<file path="src/rtl/jtopl_wrseq_pkg.sv">
// Shared types and constants for the OPL register-write sequencer.
// FSM encoding, FIFO entry layout and the default chip wait times.
package jtopl_wrseq_pkg;

    typedef enum logic [2:0] {
        ST_IDLE  = 3'd0,
        ST_ADDR  = 3'd1,
        ST_AWAIT = 3'd2,
        ST_DATA  = 3'd3,
        ST_DWAIT = 3'd4
    } state_t;

    typedef struct packed {
        logic [7:0] reg_idx;
        logic [7:0] val;
    } req_t;

    localparam int DEF_ADDR_WAIT = 12;
    localparam int DEF_DATA_WAIT = 84;
    localparam int DEF_FIFO_AW   = 2;

endpackage

</file>
<file path="src/rtl/jtopl_wrseq_if.sv">
// Request handshake plus chip-side write bus of the write sequencer.
// The master side issues register writes; the slave side is the sequencer.
interface jtopl_wrseq_if;
    logic       req_valid;
    logic [7:0] req_reg;
    logic [7:0] req_val;
    logic       req_ready;
    logic       write;
    logic       addr;
    logic [7:0] dout;
    logic       busy;

    modport master (
        output req_valid, req_reg, req_val,
        input  req_ready, write, addr, dout, busy
    );

    modport slave (
        input  req_valid, req_reg, req_val,
        output req_ready, write, addr, dout, busy
    );
endinterface

</file>
<file path="src/rtl/jtopl_wrseq_fifo.sv">
// Small synchronous request FIFO; the head entry is readable without a pop
// so the sequencer can capture it in the same clk it pops.
module jtopl_wrseq_fifo
    import jtopl_wrseq_pkg::*;
#(
    parameter int AW = DEF_FIFO_AW
) (
    input  logic        clk,
    input  logic        rst,
    input  logic        push_i,
    input  req_t        din_i,
    input  logic        pop_i,
    output req_t        dout_o,
    output logic        full_o,
    output logic        empty_o,
    output logic [AW:0] count_o
);
    localparam int          DEPTH     = 1 << AW;
    localparam logic [AW:0] DEPTH_CNT = (AW + 1)'(DEPTH);

    req_t          mem_q [DEPTH];
    logic [AW-1:0] wr_ptr_q;
    logic [AW-1:0] rd_ptr_q;
    logic [AW:0]   count_q;
    logic [AW:0]   count_d;
    logic          do_push;
    logic          do_pop;

    assign full_o  = (count_q == DEPTH_CNT);
    assign empty_o = (count_q == '0);
    assign count_o = count_q;
    assign dout_o  = mem_q[rd_ptr_q];

    // Full/empty guards live here so a misbehaving caller can never corrupt an entry.
    assign do_push = push_i && !full_o;
    assign do_pop  = pop_i && !empty_o;

    always_comb begin
        count_d = count_q;
        case ({do_push, do_pop})
            2'b10:   count_d = count_q + (AW + 1)'(1);
            2'b01:   count_d = count_q - (AW + 1)'(1);
            default: count_d = count_q;
        endcase
    end

    always_ff @(posedge clk) begin
        if (rst) begin
            wr_ptr_q <= '0;
            rd_ptr_q <= '0;
            count_q  <= '0;
        end else begin
            if (do_push) begin
                wr_ptr_q <= wr_ptr_q + AW'(1);
            end
            if (do_pop) begin
                rd_ptr_q <= rd_ptr_q + AW'(1);
            end
            count_q <= count_d;
        end
    end

    always_ff @(posedge clk) begin
        if (do_push) begin
            mem_q[wr_ptr_q] <= din_i;
        end
    end

endmodule

</file>
<file path="src/rtl/jtopl_wrseq.sv">
// OPL register-write sequencer: queues (reg,val) requests and plays them to the
// chip as address strobe, address wait, data strobe, data wait. Optional macro
// JTOPL_WRSEQ_ACACHE_EN skips the address phase when the register is unchanged.
module jtopl_wrseq
    import jtopl_wrseq_pkg::*;
#(
    parameter int ADDR_WAIT = DEF_ADDR_WAIT,
    parameter int DATA_WAIT = DEF_DATA_WAIT,
    parameter int FIFO_AW   = DEF_FIFO_AW
) (
    input  logic          clk,
    input  logic          rst,
    input  logic          cen,
    jtopl_wrseq_if.slave  bus
);
    localparam logic [7:0] AWAIT_LOAD = 8'(ADDR_WAIT);
    localparam logic [7:0] DWAIT_LOAD = 8'(DATA_WAIT);

    state_t           state_q;
    state_t           state_d;
    logic [7:0]       hold_val_q;
    logic [7:0]       hold_val_d;
    logic [7:0]       cnt_q;
    logic [7:0]       cnt_d;
    logic             write_q;
    logic             write_d;
    logic             addr_q;
    logic             addr_d;
    logic [7:0]       dout_q;
    logic [7:0]       dout_d;

    logic             fifo_push;
    logic             fifo_pop;
    logic             fifo_full;
    logic             fifo_empty;
    logic [FIFO_AW:0] fifo_count;
    req_t             fifo_din;
    req_t             fifo_head;
    logic             take_next;
    logic             cache_hit;

    assign fifo_din.reg_idx = bus.req_reg;
    assign fifo_din.val     = bus.req_val;
    assign fifo_push        = bus.req_valid && bus.req_ready;

    jtopl_wrseq_fifo #(
        .AW (FIFO_AW)
    ) u_fifo (
        .clk     (clk),
        .rst     (rst),
        .push_i  (fifo_push),
        .din_i   (fifo_din),
        .pop_i   (fifo_pop),
        .dout_o  (fifo_head),
        .full_o  (fifo_full),
        .empty_o (fifo_empty),
        .count_o (fifo_count)
    );

    assign bus.req_ready = !fifo_full && !rst;
    assign bus.busy      = !rst && ((state_q != ST_IDLE) || (fifo_count != '0));
    assign bus.write     = write_q;
    assign bus.addr      = addr_q;
    assign bus.dout      = dout_q;

`ifdef JTOPL_WRSEQ_ACACHE_EN
    logic [7:0] last_reg_q;
    logic       cache_vld_q;

    // dout_q carries the register index for the whole ADDR clk.
    always_ff @(posedge clk) begin
        if (rst) begin
            last_reg_q  <= 8'd0;
            cache_vld_q <= 1'b0;
        end else if (state_q == ST_ADDR) begin
            last_reg_q  <= dout_q;
            cache_vld_q <= 1'b1;
        end
    end

    assign cache_hit = cache_vld_q && (fifo_head.reg_idx == last_reg_q);
`else
    assign cache_hit = 1'b0;
`endif

    always_comb begin
        state_d    = state_q;
        hold_val_d = hold_val_q;
        cnt_d      = cnt_q;
        write_d    = 1'b0;
        addr_d     = addr_q;
        dout_d     = dout_q;
        fifo_pop   = 1'b0;
        take_next  = 1'b0;

        case (state_q)
            ST_IDLE: begin
                take_next = !fifo_empty;
            end
            ST_ADDR: begin
                state_d = ST_AWAIT;
                cnt_d   = AWAIT_LOAD;
            end
            ST_AWAIT: begin
                if (cnt_q == 8'd0) begin
                    state_d = ST_DATA;
                    write_d = 1'b1;
                    addr_d  = 1'b1;
                    dout_d  = hold_val_q;
                end else if (cen) begin
                    cnt_d = cnt_q - 8'd1;
                end
            end
            ST_DATA: begin
                state_d = ST_DWAIT;
                cnt_d   = DWAIT_LOAD;
            end
            ST_DWAIT: begin
                if (cnt_q == 8'd0) begin
                    state_d   = ST_IDLE;
                    take_next = !fifo_empty;
                end else if (cen) begin
                    cnt_d = cnt_q - 8'd1;
                end
            end
            default: begin
                state_d = ST_IDLE;
            end
        endcase

        // Strobes are launched from registers, so the entering transition sets them up.
        if (take_next) begin
            fifo_pop   = 1'b1;
            hold_val_d = fifo_head.val;
            write_d    = 1'b1;
            if (cache_hit) begin
                state_d = ST_DATA;
                addr_d  = 1'b1;
                dout_d  = fifo_head.val;
            end else begin
                state_d = ST_ADDR;
                addr_d  = 1'b0;
                dout_d  = fifo_head.reg_idx;
            end
        end
    end

    always_ff @(posedge clk) begin
        if (rst) begin
            state_q    <= ST_IDLE;
            hold_val_q <= 8'd0;
            cnt_q      <= 8'd0;
            write_q    <= 1'b0;
            addr_q     <= 1'b0;
            dout_q     <= 8'd0;
        end else begin
            state_q    <= state_d;
            hold_val_q <= hold_val_d;
            cnt_q      <= cnt_d;
            write_q    <= write_d;
            addr_q     <= addr_d;
            dout_q     <= dout_d;
        end
    end

endmodule

</file>
<file path="src/flat_wrapper.sv">
// flat-port wrapper written by rule: the top's interface ports become plain ports
module jtopl_wrseq_flat import jtopl_wrseq_pkg::*;
#(
    parameter int ADDR_WAIT = DEF_ADDR_WAIT,
    parameter int DATA_WAIT = DEF_DATA_WAIT,
    parameter int FIFO_AW   = DEF_FIFO_AW
)
  (clk, rst, cen, bus_req_valid, bus_req_reg, bus_req_val, bus_req_ready, bus_write, bus_addr, bus_dout, bus_busy);
  jtopl_wrseq_if bus_i ();
  input  logic clk;
  input  logic rst;
  input  logic cen;
  input wire logic [$bits(bus_i.req_valid)-1:0] bus_req_valid;
  input wire logic [$bits(bus_i.req_reg)-1:0] bus_req_reg;
  input wire logic [$bits(bus_i.req_val)-1:0] bus_req_val;
  output wire logic [$bits(bus_i.req_ready)-1:0] bus_req_ready;
  output wire logic [$bits(bus_i.write)-1:0] bus_write;
  output wire logic [$bits(bus_i.addr)-1:0] bus_addr;
  output wire logic [$bits(bus_i.dout)-1:0] bus_dout;
  output wire logic [$bits(bus_i.busy)-1:0] bus_busy;
  assign bus_i.req_valid = bus_req_valid;
  assign bus_i.req_reg = bus_req_reg;
  assign bus_i.req_val = bus_req_val;
  assign bus_req_ready = bus_i.req_ready;
  assign bus_write = bus_i.write;
  assign bus_addr = bus_i.addr;
  assign bus_dout = bus_i.dout;
  assign bus_busy = bus_i.busy;
  jtopl_wrseq #(.ADDR_WAIT(ADDR_WAIT), .DATA_WAIT(DATA_WAIT), .FIFO_AW(FIFO_AW)) u_core (.clk(clk), .rst(rst), .cen(cen), .bus(bus_i));
endmodule
</file>
<file path="config.mk">
export PLATFORM = sky130hd
export DESIGN_NAME = jtopl_wrseq_flat
export DESIGN_NICKNAME = d
export VERILOG_FILES = /design/src/rtl/jtopl_wrseq_pkg.sv /design/src/rtl/jtopl_wrseq_if.sv /design/src/rtl/jtopl_wrseq_fifo.sv /design/src/rtl/jtopl_wrseq.sv /design/src/flat_wrapper.sv
export SDC_FILE = /design/constraint.sdc
export NUM_CORES = 1
export LEC_CHECK = 0
export CAP_MARGIN = 0
export CORE_ASPECT_RATIO = 1.2
export CORE_MARGIN = 2
export CORE_UTILIZATION = 35
export DETAILED_ROUTE_END_ITERATION = 12
export GPL_TIMING_DRIVEN = 0
export PLACE_DENSITY = 0.56
export SLEW_MARGIN = 20
export SYNTH_ARGS = -nofsm -noshare
export SYNTH_HDL_FRONTEND = slang
export SYNTH_SLANG_ARGS = --single-unit
export TNS_END_PERCENT = 1
</file>
<file path="constraint.sdc">
create_clock -name clk -period 3.6 [get_ports clk]
set_input_delay 0.9 -clock clk [delete_from_list [all_inputs] [get_ports clk]]
set_output_delay 0.9 -clock clk [all_outputs]
set_load 0.05 [all_outputs]
</file>
==> run_results.csv <==
group,metric,value,unit
run_status,status,"finished, final reports clean",
cts,clock_path_buffers,2,
finish,drive_above_1_share,15.3,%
worst_setup_path,crit_path_end_kind,"output pin",
finish,area_delta_synth_final,19.8,%
sta,drv_slew,0,
logic_synthesis,ys.flop_type,"edfxtp_1",
worst_setup_path,crit_chain,"clkdlybuf4s50_1 > clkbuf_8 > a21oi_1 > clkdlybuf4s50_1",
worst_setup_path,r2r-end,"u_core.u_fifo.count_o[2]",
flow_run,drv_cap,0,
logic_synthesis,async_flop_share,0,%
worst_setup_path,crit_fanout,19,
worst_setup_path,start_kind,"primary input",
logic_synthesis,yosys_warnings,0,
floorplan,dieWidth,104,um
floorplan,io_pins,32,
route,wl_per_cell,16.3,um
finish,antennaDiodeCount,0,
worst_setup_path,slowest_delay,830,ps
logic_synthesis,synth_area_leader_cell,"edfxtp_1",
route,drt_first_pass_iters,4,
floorplan,rows,43,
power_and_ir_drop,pwr-share-seq,37.0,%
logic_synthesis,postSynthCellCount,294,
logic_synthesis,ys_ff_latch,102,
logic_synthesis,ys_types,51,
worst_setup_path,worstPathArrival,2630,ps
worst_setup_path,criticalPathCategory,"primary input to output pin",
floorplan,start_util,36.0,%
placement,dpl.hpwl,5.39,mm
power_and_ir_drop,power_per_cell_area,817,nW/um^2
power_and_ir_drop,leakagePower,0.00165,uW
logic_synthesis,synth_edf_count,64,
sta,fin_worst_skew,8.63,ps
power_and_ir_drop,clkPwrFrac,25.6,%
logic_synthesis,ys_top_cells_by_count,"edfxtp_1, dfxtp_1, nand2_1, a21oi_1, nor2_1",
cts,postCtsSetupRepairBufs,0,
grt,grt_start_max_net_pins,21,
sta,fmax,283,MHz
logic_synthesis,yosys-top-cells-area,"edfxtp_1, dfxtp_1, mux4_2",
route,drtIter0Drc,117,
cts,cts_num_sinks,102,
route,vias,2481,
logic_synthesis,syn_area_per_cell,14.2,um^2
floorplan,design.core.area,11600,um^2
placement,dp.cells,482,
route,postRouteAntennaNets,0,
power_and_ir_drop,p_int,2610,uW
cts,cts_root_buf,"clkbuf_16",
grt,grt_pass1_vias,2595,
sta,finalHoldViolCount,0,
worst_hold_path,hold_path.startpoint,"u_core.hold_val_q[4]",
worst_hold_path,whs_path_depth,2,
logic_synthesis,synthesis.nets,321,
floorplan,fp.dieH,123,um
sta,tightest_slew,904,ps
sta,rsz0062_at_grt,"false",
placement,place_congestion,0.858,
worst_setup_path,r2r_slack,270,ps
route,via_per_inst,4.99,
power_and_ir_drop,vdd_drop_max,300,uV
finish,stdcell_count,497,
finish,design_area,4990,um^2
route,wl,8.09,mm
sta,maxSlewHeadroom,39.8,%
grt,grt_pass1_wl,13.5,mm
worst_setup_path,cp_slowest_cell,"clkdlybuf4s50_1",
sta,period_share,98.1,%
placement,portBuffers,31,
floorplan,die_area,12800,um^2
cts,cts_made_buffers,9,
placement,place_area,4670,um^2
grt,grtUsageTotal,13.8,%
sta,setup_viol,0,
cts,holdBufCountCts,0,
power_and_ir_drop,power_frac_comb,37.4,%
worst_hold_path,hold_path_end,"u_core.hold_val_q[4]",
grt,gr-total-overflow,0,
logic_synthesis,yosysMostFrequentCell,"edfxtp_1",
logic_synthesis,syn_area,4160,um^2
worst_setup_path,worstSetupStartpoint,"rst",
worst_setup_path,r2r_start,"u_core.cnt_q[0]",
logic_synthesis,netlist.area_leader.share,46.2,%
worst_setup_path,required,2700,ps
cts,clk_latency,340,ps
worst_setup_path,reg2reg_depth,13,
finish,final_nets,362,
power_and_ir_drop,p_sw_share,35.9,%
cts,clk_pin_slew,70,ps
worst_setup_path,cp_common_cell,"clkdlybuf4s50_1",
worst_hold_path,worst_hold_path_type,"flop to flop",
grt,antenna_found_initial,0,
cts,cts_tree,"built",
power_and_ir_drop,p_sw,1460,uW
sta,fin_crit,3530,ps
cts,htree_levels,3,
logic_synthesis,synth-seq-area-share,64.5,%
route,drc_errors,0,
## power by group through the flow
stage | combinational [uW] | sequential (uW) | clock, uW
floorplan | 1060 | 1620 | 0
global placement | 1520 | 1530 | 0
detailed placement | 1530 | 1540 | 0
CTS | 1540 | 1510 | 1060
global route | 1680 | 1530 | 1110
finish | 1520 | 1510 | 1040
## registers in the layout, summed over array words and instances, names as in the netlist, named ones only
register / flops
u_core.bus.addr: 1
u_core.bus.dout: 8
u_core.bus.write: 1
u_core.cnt_q: 8
u_core.hold_val_q: 8
u_core.state_q: 3
u_core.u_fifo.count_o: 3
u_core.u_fifo.mem_q: 64
u_core.u_fifo.rd_ptr_q: 2
u_core.u_fifo.wr_ptr_q: 2
## cell usage in the layout, fill, tap and decap left out, types with 3 or more instances in the layout
| cell type | n |
|---|---|
| nor2_1 | 18 |
| a311oi_1 | 7 |
| inv_6 | 3 |
| nand2_1 | 32 |
| a21oi_1 | 21 |
| o21ai_0 | 5 |
| dfxtp_1 | 38 |
| clkbuf_1 | 4 |
| or3_1 | 6 |
| ha_1 | 6 |
| inv_1 | 9 |
| nor3b_1 | 3 |
| xnor2_1 | 4 |
| and3_1 | 4 |
| nand2b_1 | 3 |
| mux4_2 | 16 |
| clkbuf_16 | 9 |
| clkdlybuf4s50_1 | 30 |
| edfxtp_1 | 64 |
| nor3_1 | 9 |
## worst max-delay path, delay by kind of cell
kind                   cells  cell delay, ps
AOI/OAI and AO/OA          1             170
buffers and inverters      3            1550
## kinds of logic (layout without fill, tap and decap cells)
logic type               Yosys count  after routing  synth area share, %
flip-flops                       102            102                 64.5
AND/OR/NAND/NOR                   89             89                 10.5
AO/OA/AOI/OAI                     50             50                 8.96
buffers and inverters             23             69                 3.58
multiplexers                      17             17                 8.90
adder cells (fa/ha/maj)            7              7                 2.29
XOR/XNOR                           6              6                 1.26
## per-stage QoR
stage | hold WS [ps] | setup slack (ps) | setup TNS (ps) | power [uW] | utilization (%)
2_1_floorplan | 440 | 418 | 0 | 2680 | -
3_3_place_gp | 447 | -265 | -265 | 3050 | 40.3
3_5_place_dp | 456 | -240 | -240 | 3070 | 40.3
4_1_cts | 467 | 5.47 | 0 | 4110 | 43.1
5_1_grt | 483 | 16.5 | 0 | 4310 | 43.1
6_report | 465 | 67.8 | 0 | 4070 | 43.1
## what timing repair did
action                                  4_1_cts  5_1_grt
pin swaps                                     0        0
gates cloned                                  0        0
gates resized for setup                       0        1
endpoints found under the setup margin        1        1
## worst max-delay path by stage
stage,endpoint,cells past startpoint
floorplan,u_core.u_fifo.count_o[2],9
global placement,bus_busy,5
detailed placement,bus_busy,5
CTS,bus_req_ready,3
global route,bus_busy,4
finish,bus_busy,4
## area by class of cell
cell class                 count  area, um^2
sequential                   102        2680
fill                        1073        6580
clock buffer                   9         225
timing repair buffer          31         313
buffer                        12         105
inverter                      10        40.0
multi-input combinational    169        1330
clock inverter                 7        95.1
tap                          157         196
## per-layer routing
layer	vias up	wire (um)	GRT usage, %
li1	1196	-	-
met5	-	0	0
met2	38	4150	25.1
met4	0	91	4.31
met3	7	283	3.69
met1	1240	3570	16.0
Power figures use the tool's default switching activity.
